[config.mk]
export PLATFORM = sky130hd
export DESIGN_NAME = addr_seq9
export DESIGN_NICKNAME = d
export VERILOG_FILES = /design/src/rtl/addr_seq9_pkg.sv /design/src/rtl/addr_seq9_len_counter.sv /design/src/rtl/addr_seq9.sv
export SDC_FILE = /design/constraint.sdc
export NUM_CORES = 1
export LEC_CHECK = 0
export BUFFER_PORTS_ARGS = -buffer_cell sky130_fd_sc_hd__clkbuf_2
export CORE_MARGIN = 2
export CORE_UTILIZATION = 57
export DETAILED_ROUTE_END_ITERATION = 7
export PLACE_DENSITY = 0.93
export SETUP_SLACK_MARGIN = 0.1
export SLEW_MARGIN = 20
export SYNTH_ARGS = -nofsm -noshare
export SYNTH_HDL_FRONTEND = slang
export SYNTH_SLANG_ARGS = --single-unit
[constraint.sdc]
create_clock -name clk -period 4.3 [get_ports clk]
set_input_delay 0 -clock clk [delete_from_list [all_inputs] [get_ports clk]]
set_output_delay 0 -clock clk [all_outputs]
set_load 0.01 [all_outputs]
[src/rtl/addr_seq9_pkg.sv]
// Shared types and constants for the addr_seq9 burst address generator.
// Optional build macro: ADDR_SEQ_PAUSE_EN adds a pause input to the top level.
package addr_seq_pkg;

    localparam int AW = 9;
    localparam int SW = 4;
    localparam int LW = AW + 1;

    // Largest burst: every line of the decoded space exactly once.
    localparam logic [LW-1:0] LEN_MAX = {1'b1, {AW{1'b0}}};

    typedef enum logic [1:0] {
        ST_IDLE = 2'd0,
        ST_RUN  = 2'd1,
        ST_DONE = 2'd2
    } state_t;

    // Clamp a requested burst length to the size of the decoded space.
    function automatic logic [LW-1:0] sat_len(input logic [LW-1:0] v);
        logic [LW-1:0] res;
        if (v > LEN_MAX) begin
            res = LEN_MAX;
        end else begin
            res = v;
        end
        return res;
    endfunction

endpackage

[src/rtl/addr_seq9_len_counter.sv]
// Loadable down-counter tracking how many addresses of a burst remain.
// o_last flags the final address (count == 1).
module len_counter
    import addr_seq_pkg::*;
(
    input  logic          clk,
    input  logic          rst_n,
    input  logic          i_load,
    input  logic          i_dec,
    input  logic [LW-1:0] i_load_val,
    output logic          o_last
);

    logic [LW-1:0] r_count;

    // Remaining-address counter: load wins over decrement, never wraps below zero.
    always_ff @(posedge clk or negedge rst_n) begin
        if (!rst_n) begin
            r_count <= {LW{1'b0}};
        end else if (i_load) begin
            r_count <= i_load_val;
        end else if (i_dec && (r_count != {LW{1'b0}})) begin
            r_count <= r_count - {{(LW-1){1'b0}}, 1'b1};
        end else begin
            r_count <= r_count;
        end
    end

    assign o_last = (r_count == {{(LW-1){1'b0}}, 1'b1});

endmodule

[src/rtl/addr_seq9.sv]
// Burst address generator feeding the 9-to-512 one-hot row decoder.
// A start pulse in IDLE launches a burst of base, base+stride, ... (mod 512).
// Optional build macro: ADDR_SEQ_PAUSE_EN adds a `pause` input that stalls RUN.
module addr_seq9
    import addr_seq_pkg::*;
(
    input  logic          clk,
    input  logic          rst_n,
    input  logic          start,
    input  logic [AW-1:0] base,
    input  logic [LW-1:0] len,
    input  logic [SW-1:0] stride,
`ifdef ADDR_SEQ_PAUSE_EN
    input  logic          pause,
`endif
    output logic [AW-1:0] addr,
    output logic          en,
    output logic          busy,
    output logic          done
);

    state_t        r_state;
    state_t        w_state_nxt;
    logic [AW-1:0] r_addr;
    logic [AW-1:0] w_addr_nxt;
    logic [SW-1:0] r_stride;
    logic [SW-1:0] w_stride_nxt;
    logic          r_en;
    logic          w_en_nxt;
    logic          r_busy;
    logic          w_busy_nxt;
    logic          r_done;
    logic          w_done_nxt;
    logic          w_load;
    logic          w_dec;
    logic [LW-1:0] w_load_val;
    logic          w_last;
    logic          w_pause;

`ifdef ADDR_SEQ_PAUSE_EN
    assign w_pause = pause;
`else
    assign w_pause = 1'b0;
`endif

    len_counter u_len_counter (
        .clk        (clk),
        .rst_n      (rst_n),
        .i_load     (w_load),
        .i_dec      (w_dec),
        .i_load_val (w_load_val),
        .o_last     (w_last)
    );

    // Next-state and next-output decode; an address is consumed only in a cycle where en was high.
    always_comb begin
        w_state_nxt  = r_state;
        w_addr_nxt   = r_addr;
        w_stride_nxt = r_stride;
        w_en_nxt     = 1'b0;
        w_busy_nxt   = 1'b0;
        w_done_nxt   = 1'b0;
        w_load       = 1'b0;
        w_dec        = 1'b0;
        w_load_val   = sat_len(len);
        case (r_state)
            ST_IDLE: begin
                if (start) begin
                    w_load       = 1'b1;
                    w_stride_nxt = stride;
                    if (len != {LW{1'b0}}) begin
                        w_state_nxt = ST_RUN;
                        w_addr_nxt  = base;
                        w_en_nxt    = 1'b1;
                        w_busy_nxt  = 1'b1;
                    end else begin
                        w_state_nxt = ST_DONE;
                        w_done_nxt  = 1'b1;
                    end
                end else begin
                    w_state_nxt = ST_IDLE;
                end
            end
            ST_RUN: begin
                w_busy_nxt = 1'b1;
                if (r_en) begin
                    w_dec = 1'b1;
                    if (w_last) begin
                        // Last address was just shown: addr stays on it through DONE.
                        w_state_nxt = ST_DONE;
                        w_busy_nxt  = 1'b0;
                        w_done_nxt  = 1'b1;
                    end else begin
                        w_addr_nxt = r_addr + {{(AW-SW){1'b0}}, r_stride};
                        w_en_nxt   = ~w_pause;
                    end
                end else begin
                    // Stalled cycle: address and count held, resume when pause drops.
                    w_en_nxt = ~w_pause;
                end
            end
            ST_DONE: begin
                w_state_nxt = ST_IDLE;
            end
            default: begin
                w_state_nxt = ST_IDLE;
            end
        endcase
    end

    // State and registered outputs; reset abandons any burst silently.
    always_ff @(posedge clk or negedge rst_n) begin
        if (!rst_n) begin
            r_state  <= ST_IDLE;
            r_addr   <= {AW{1'b0}};
            r_stride <= {SW{1'b0}};
            r_en     <= 1'b0;
            r_busy   <= 1'b0;
            r_done   <= 1'b0;
        end else begin
            r_state  <= w_state_nxt;
            r_addr   <= w_addr_nxt;
            r_stride <= w_stride_nxt;
            r_en     <= w_en_nxt;
            r_busy   <= w_busy_nxt;
            r_done   <= w_done_nxt;
        end
    end

    assign addr = r_addr;
    assign en   = r_en;
    assign busy = r_busy;
    assign done = r_done;

endmodule

Yosys cells after proc, flatten, opt, wreduce, memory -nomap -nowiden. Cells that the tools add are included.

Bits in registers: 27. Latch bits: 0. Memory bits (writable): 0. ROM bits: 0. Bits of input ports: 26. Word-level logic and storage cells: 52. Memories: 0.

Add/subtract/negate cells: 2. $mul: 0. Divide/modulo/power cells: 0. $lt $le $gt $ge: 1. Eq/ne operators: 7. Shift operators: 0. Muxes and demuxes: 27. Bitwise logic cells: 0. Reductions and logical operators: 9.

Operators with widths (count): two-way mux 9 bit (4); two-way mux 10 bit (3); nonzero test 10 bit (2); case mux 9 bit (2 select lines) (1); two-way mux 1 bit (12); equality test 10 x 1 -> 1 bit (second input constant) (1); greater-than comparator 10 bit (second input constant) (1); subtractor 10 x 1 -> 10 bit (second input constant) (1); adder 9 x 4 -> 9 bit (1); two-way mux 2 bit (4); inequality test 2 bit (second input constant) (4); AND reduction 5 bit (1); case mux 1 bit (2 select lines) (2); case mux 2 bit (2 select lines) (1); AND reduction 2 bit (2); nonzero test 2 bit (2); equality test 2 x 1 -> 1 bit (second input constant) (1); zero test 2 bit (1); inequality test 2 x 1 -> 1 bit (second input constant) (1); logical AND 1 bit (1).

Longest topological paths before layout.
Depth after elaboration: 5. Mapped depth: 8. Mapped depth without buffers: 8.

By module. A second synthesis with hierarchy kept.

Cell total of the unflattened synthesis: 190. Area total of the unflattened synthesis: 1745.4 µm².

Modules (own cells, without submodules): addr_seq9 (instances 1, cells each 118, area each 1092.3 µm²); len_counter (instances 1, cells each 72, area each 653.1 µm²).

Worst setup path after synthesis. OpenSTA, ideal clock, no wires.

Kind: reg2reg. Start point: register r_addr[0], in the netlist addr[0]. End point: register r_addr[8], in the netlist addr[8]. Setup time: 0.121 ns. Data arrival time: 1.813 ns. Path slack: 2.366 ns. Cell stages (with the launch flop): 9. Clock period less this slack: 1.934 ns. Cell sequence: dfrtp_1 -> ha_1 -> inv_1 -> fa_1 -> nand2b_1 -> a21oi_1 -> nand3_1 -> o22a_1 -> o22a_1.

Word-level cells in the longest chain between the ends: 4.

Ends and longest elaborated chain: start: declaration (line addr_seq9.sv:24) `logic [AW-1:0] r_addr;`; start signal: assignment (line addr_seq9.sv:115) `r_addr <= {AW{1'b0}};`; start signal: assignment (line addr_seq9.sv:122) `r_addr <= w_addr_nxt;`; adder 9 x 4 -> 9 bit (line addr_seq9.sv:94) `w_addr_nxt = r_addr + {{(AW-SW){1'b0}}, r_stride};`; two-way mux 9 bit (line addr_seq9.sv:88) `if (w_last) begin`; two-way mux 9 bit (line addr_seq9.sv:86) `if (r_en) begin`; case mux 9 bit (2 select lines) (line addr_seq9.sv:66) `case (r_state)`.

No other way between the ends. The select of a mux whose other input is x is not followed. A chain may end at the register's enable or synchronous reset.

Worst setup path after layout. Same ends and word-level chain as after synthesis.

==> flow_metrics.tcl <==
set metrics [dict create \
    outcome "finished, final reports clean" \
    r2r_end "addr[8]" \
    final_cells 266 \
    syn_avg_cell_area_um2 9.134 \
    worstReg2RegStart "addr[0]" \
    nets 269 \
    via_count 1507 \
    first_global_vias 1528 \
    muxShareOfSynthArea_pct 1.218 \
    die_w_um 57.71 \
    antenna_found_initial 0 \
    dp_hpwl_um 2564 \
    slowest_stage "dfrtp_1" \
    h-tree-depth 1 \
    clock_sinks 27 \
    synthArstFlopShare_pct 100.0 \
    yosys-top-cells-count "27 x dfrtp_1, 24 x a21oi_1, 21 x nand2_1" \
    crit_type "reg -> reg" \
    synth_most_common_cell "dfrtp_1" \
    ys.warnings.count 0 \
    fin_crit_ps 2055 \
    total_leakage_power_nw 0.9214 \
    final_util_pct 74.95 \
    synth_top_family_by_area "compound AO/OA/AOI/OAI gates" \
    critPathArrivalTime_ps 2300 \
    synth_nets 213 \
    area_growth_pct 25.72 \
    hold_viol_final 0 \
    cts_tree "yes" \
    cts_buffers 3 \
    diodes 0 \
    path_cells "ha_1 > inv_1 > fa_1 > nand2b_1 > a21oi_1 > nand3_1 > o22a_1 > o22a_1" \
    grt_use_total_pct 25.75 \
    dp_slack_ps 2269 \
    clk_latency_ps 330 \
    crit_buf_inv 1 \
    path_delay_family "compound AO/OA/AOI/OAI gates" \
    synthAdderAreaFrac_pct 5.784 \
    cp-end-kind "flip-flop" \
    rsz0062_at_grt "no" \
    cp_num_cells 8 \
    ys_seq_area_share_pct 41.10 \
    synthSimpleGateAreaFrac_pct 20.62 \
    synth-xor-area-share_pct 3.729 \
    worstMarginPinSlew_ps 681.9 \
    r2r_slack_ps 2240 \
    die_h_um 57.71 \
    synth_enable_flop_cells 0 \
    finalWorstSetupSlack_ps 2245 \
    wirelength_um 3790 \
    rows 19 \
    cts_root_buffer "clkbuf_4" \
    path_common_cell "o22a_1" \
    peakVddDrop_v 0.0004840 \
    core-area_um2 2758 \
    grt_pass1_wl_um 6603 \
    place.port_buffers 37 \
    yosys.area.top_type "dfrtp_1" \
    crit_start "addr[0]" \
    synth-seq-cells 27 \
    place_inst 241 \
    ys_types 42 \
    drt_iter0_drc 42 \
    slowest_delay_ps 400 \
    cp.required_ps 4540 \
    ys_top_cells_by_area "dfrtp_1 41%, a21oi_1 7.3%, nand2_1 4.8%" \
    wl_per_cell_um 14.25 \
    worstRegToRegCells 8 \
    fmax_mhz 486.6 \
    slew_viol_final 0 \
    dieArea_um2 3330 \
    drive_gt1_share_pct 19.57 \
    setup_violations 0 \
    start_util_pct 59.62 \
    ctsResizeCount 0 \
    clk_pin_slew_worst_paths_ps 140 \
    synth_compound_area_share_pct 23.44 \
    viasPerCell 5.665 \
    gp_congestion 0.8011 \
    endpoint "addr[8]" \
    dr.pass1.iters 4 \
    finalClockSkew_ps 1.135 \
    crit_path_start_kind "flip-flop" \
    setup_tns_ps 0 \
    cap_violations 0 \
    syn_area_um2 1644 \
    powerDensity_nw_per_um2 667.6 \
    hp-class "in -> reg" \
    path_max_fanout 3 \
    grt_overflow 0 \
    synthCells 180 \
    slew_headroom_pct 54.54 \
    ys.flop_type "dfrtp_1" \
    final.period_utilization_pct 47.80 \
    whs_ps 17.82 \
    pin_count 38 \
    antenna_left 0 \
    drc 0 \
    grt_max_degree 28 \
    yosysTopAreaCellShare_pct 41.10 \
    cts.path.max_buffers 2 \
]
-- timing repair --
| action | 4_1_cts | 5_1_grt |
|---|---|---|
| setup endpoints to repair | 0 | 0 |
| buffers inserted | 0 | 0 |
| hold buffers | 21 | 0 |
| hold endpoints to repair | 46 | 0 |
-- through the flow --
stage | total power [mW] | cell area (µm²)
2_1_floorplan | 1.073 | 1644
3_3_place_gp | 1.211 | 1831
3_5_place_dp | 1.247 | 1831
4_1_cts | 1.374 | 2067
5_1_grt | 1.508 | 2067
6_report | 1.380 | 2067
-- kinds of logic (layout without fill, tap and decap cells) --
family                   count (synthesis)  in the layout
multiplexers                             2              2
buffers and inverters                   15             70
flip-flops                              27             27
AND/OR/NAND/NOR                         63             63
AO/OA/AOI/OAI                           59             59
XOR/XNOR                                 7              7
adder cells (fa/ha/maj)                  7              7
-- worst min-delay path, stage by stage --
cell      delay [ps]
clkbuf_2          80
o22a_1           130
o22a_1           120
-- area by class of cell --
type,count,area [µm²]
fillers,205,690.7
flip-flops and latches,27,675.6
multi-input cells,138,900.9
clock buffers,4,26.28
repair buffers,58,395.4
well taps,31,38.79
inverters,8,30.03
-- registers in the layout, summed over array words and instances (netlist names) --
| register | cells |
|---|---|
| r_stride | 4 |
| addr | 9 |
| busy | 1 |
| u_len_counter.r_count | 10 |
| done | 1 |
| r_state | 2 |
-- report_power, final --
group	leakage, nW	switching, mW	internal (mW)
logic	0.589	0.413	0.355
clock network	0.0150	0.0767	0.0365
registers	0.317	0.124	0.375
-- layout by cell type, fill, tap and decap left out, types with 2 or more instances in the layout --
cell type      count
a211oi_1           3
a21o_1             2
a21oi_1           24
clkbuf_2          37
clkbuf_4           3
dfrtp_1           27
dlygate4sd3_1     21
ha_1               6
inv_1              8
mux2i_1            2
nand2_1           21
nand2b_1           4
nand3_1            9
nor2_1            12
nor3_1             2
nor4_1             4
nor4_2             2
o21ai_0           13
o22a_1             7
xnor2_1            5
xor2_1             2
-- per-layer routing --
| layer | vias to the layer above | share of wire [%] | global-route usage, % |
|---|---|---|---|
| li1 | 772 | - | - |
| met1 | 688 | 42 | 30.36 |
| met2 | 40 | 53 | 48.05 |
| met3 | 7 | 3.5 | 3.125 |
| met4 | 0 | 1.6 | 8.638 |
| met5 | - | 0 | 0 |
-- worst min path at each step --
stage               cells past startpoint  startpoint  endpoint
floorplan                               0       rst_n   addr[0]
global placement                        1       rst_n   addr[2]
detailed placement                      1       rst_n   addr[2]
CTS                                     3     base[8]   addr[8]
global route                            3     base[8]   addr[8]
finish                                  3     base[7]   addr[7]
(Power assumes the default switching activity.)
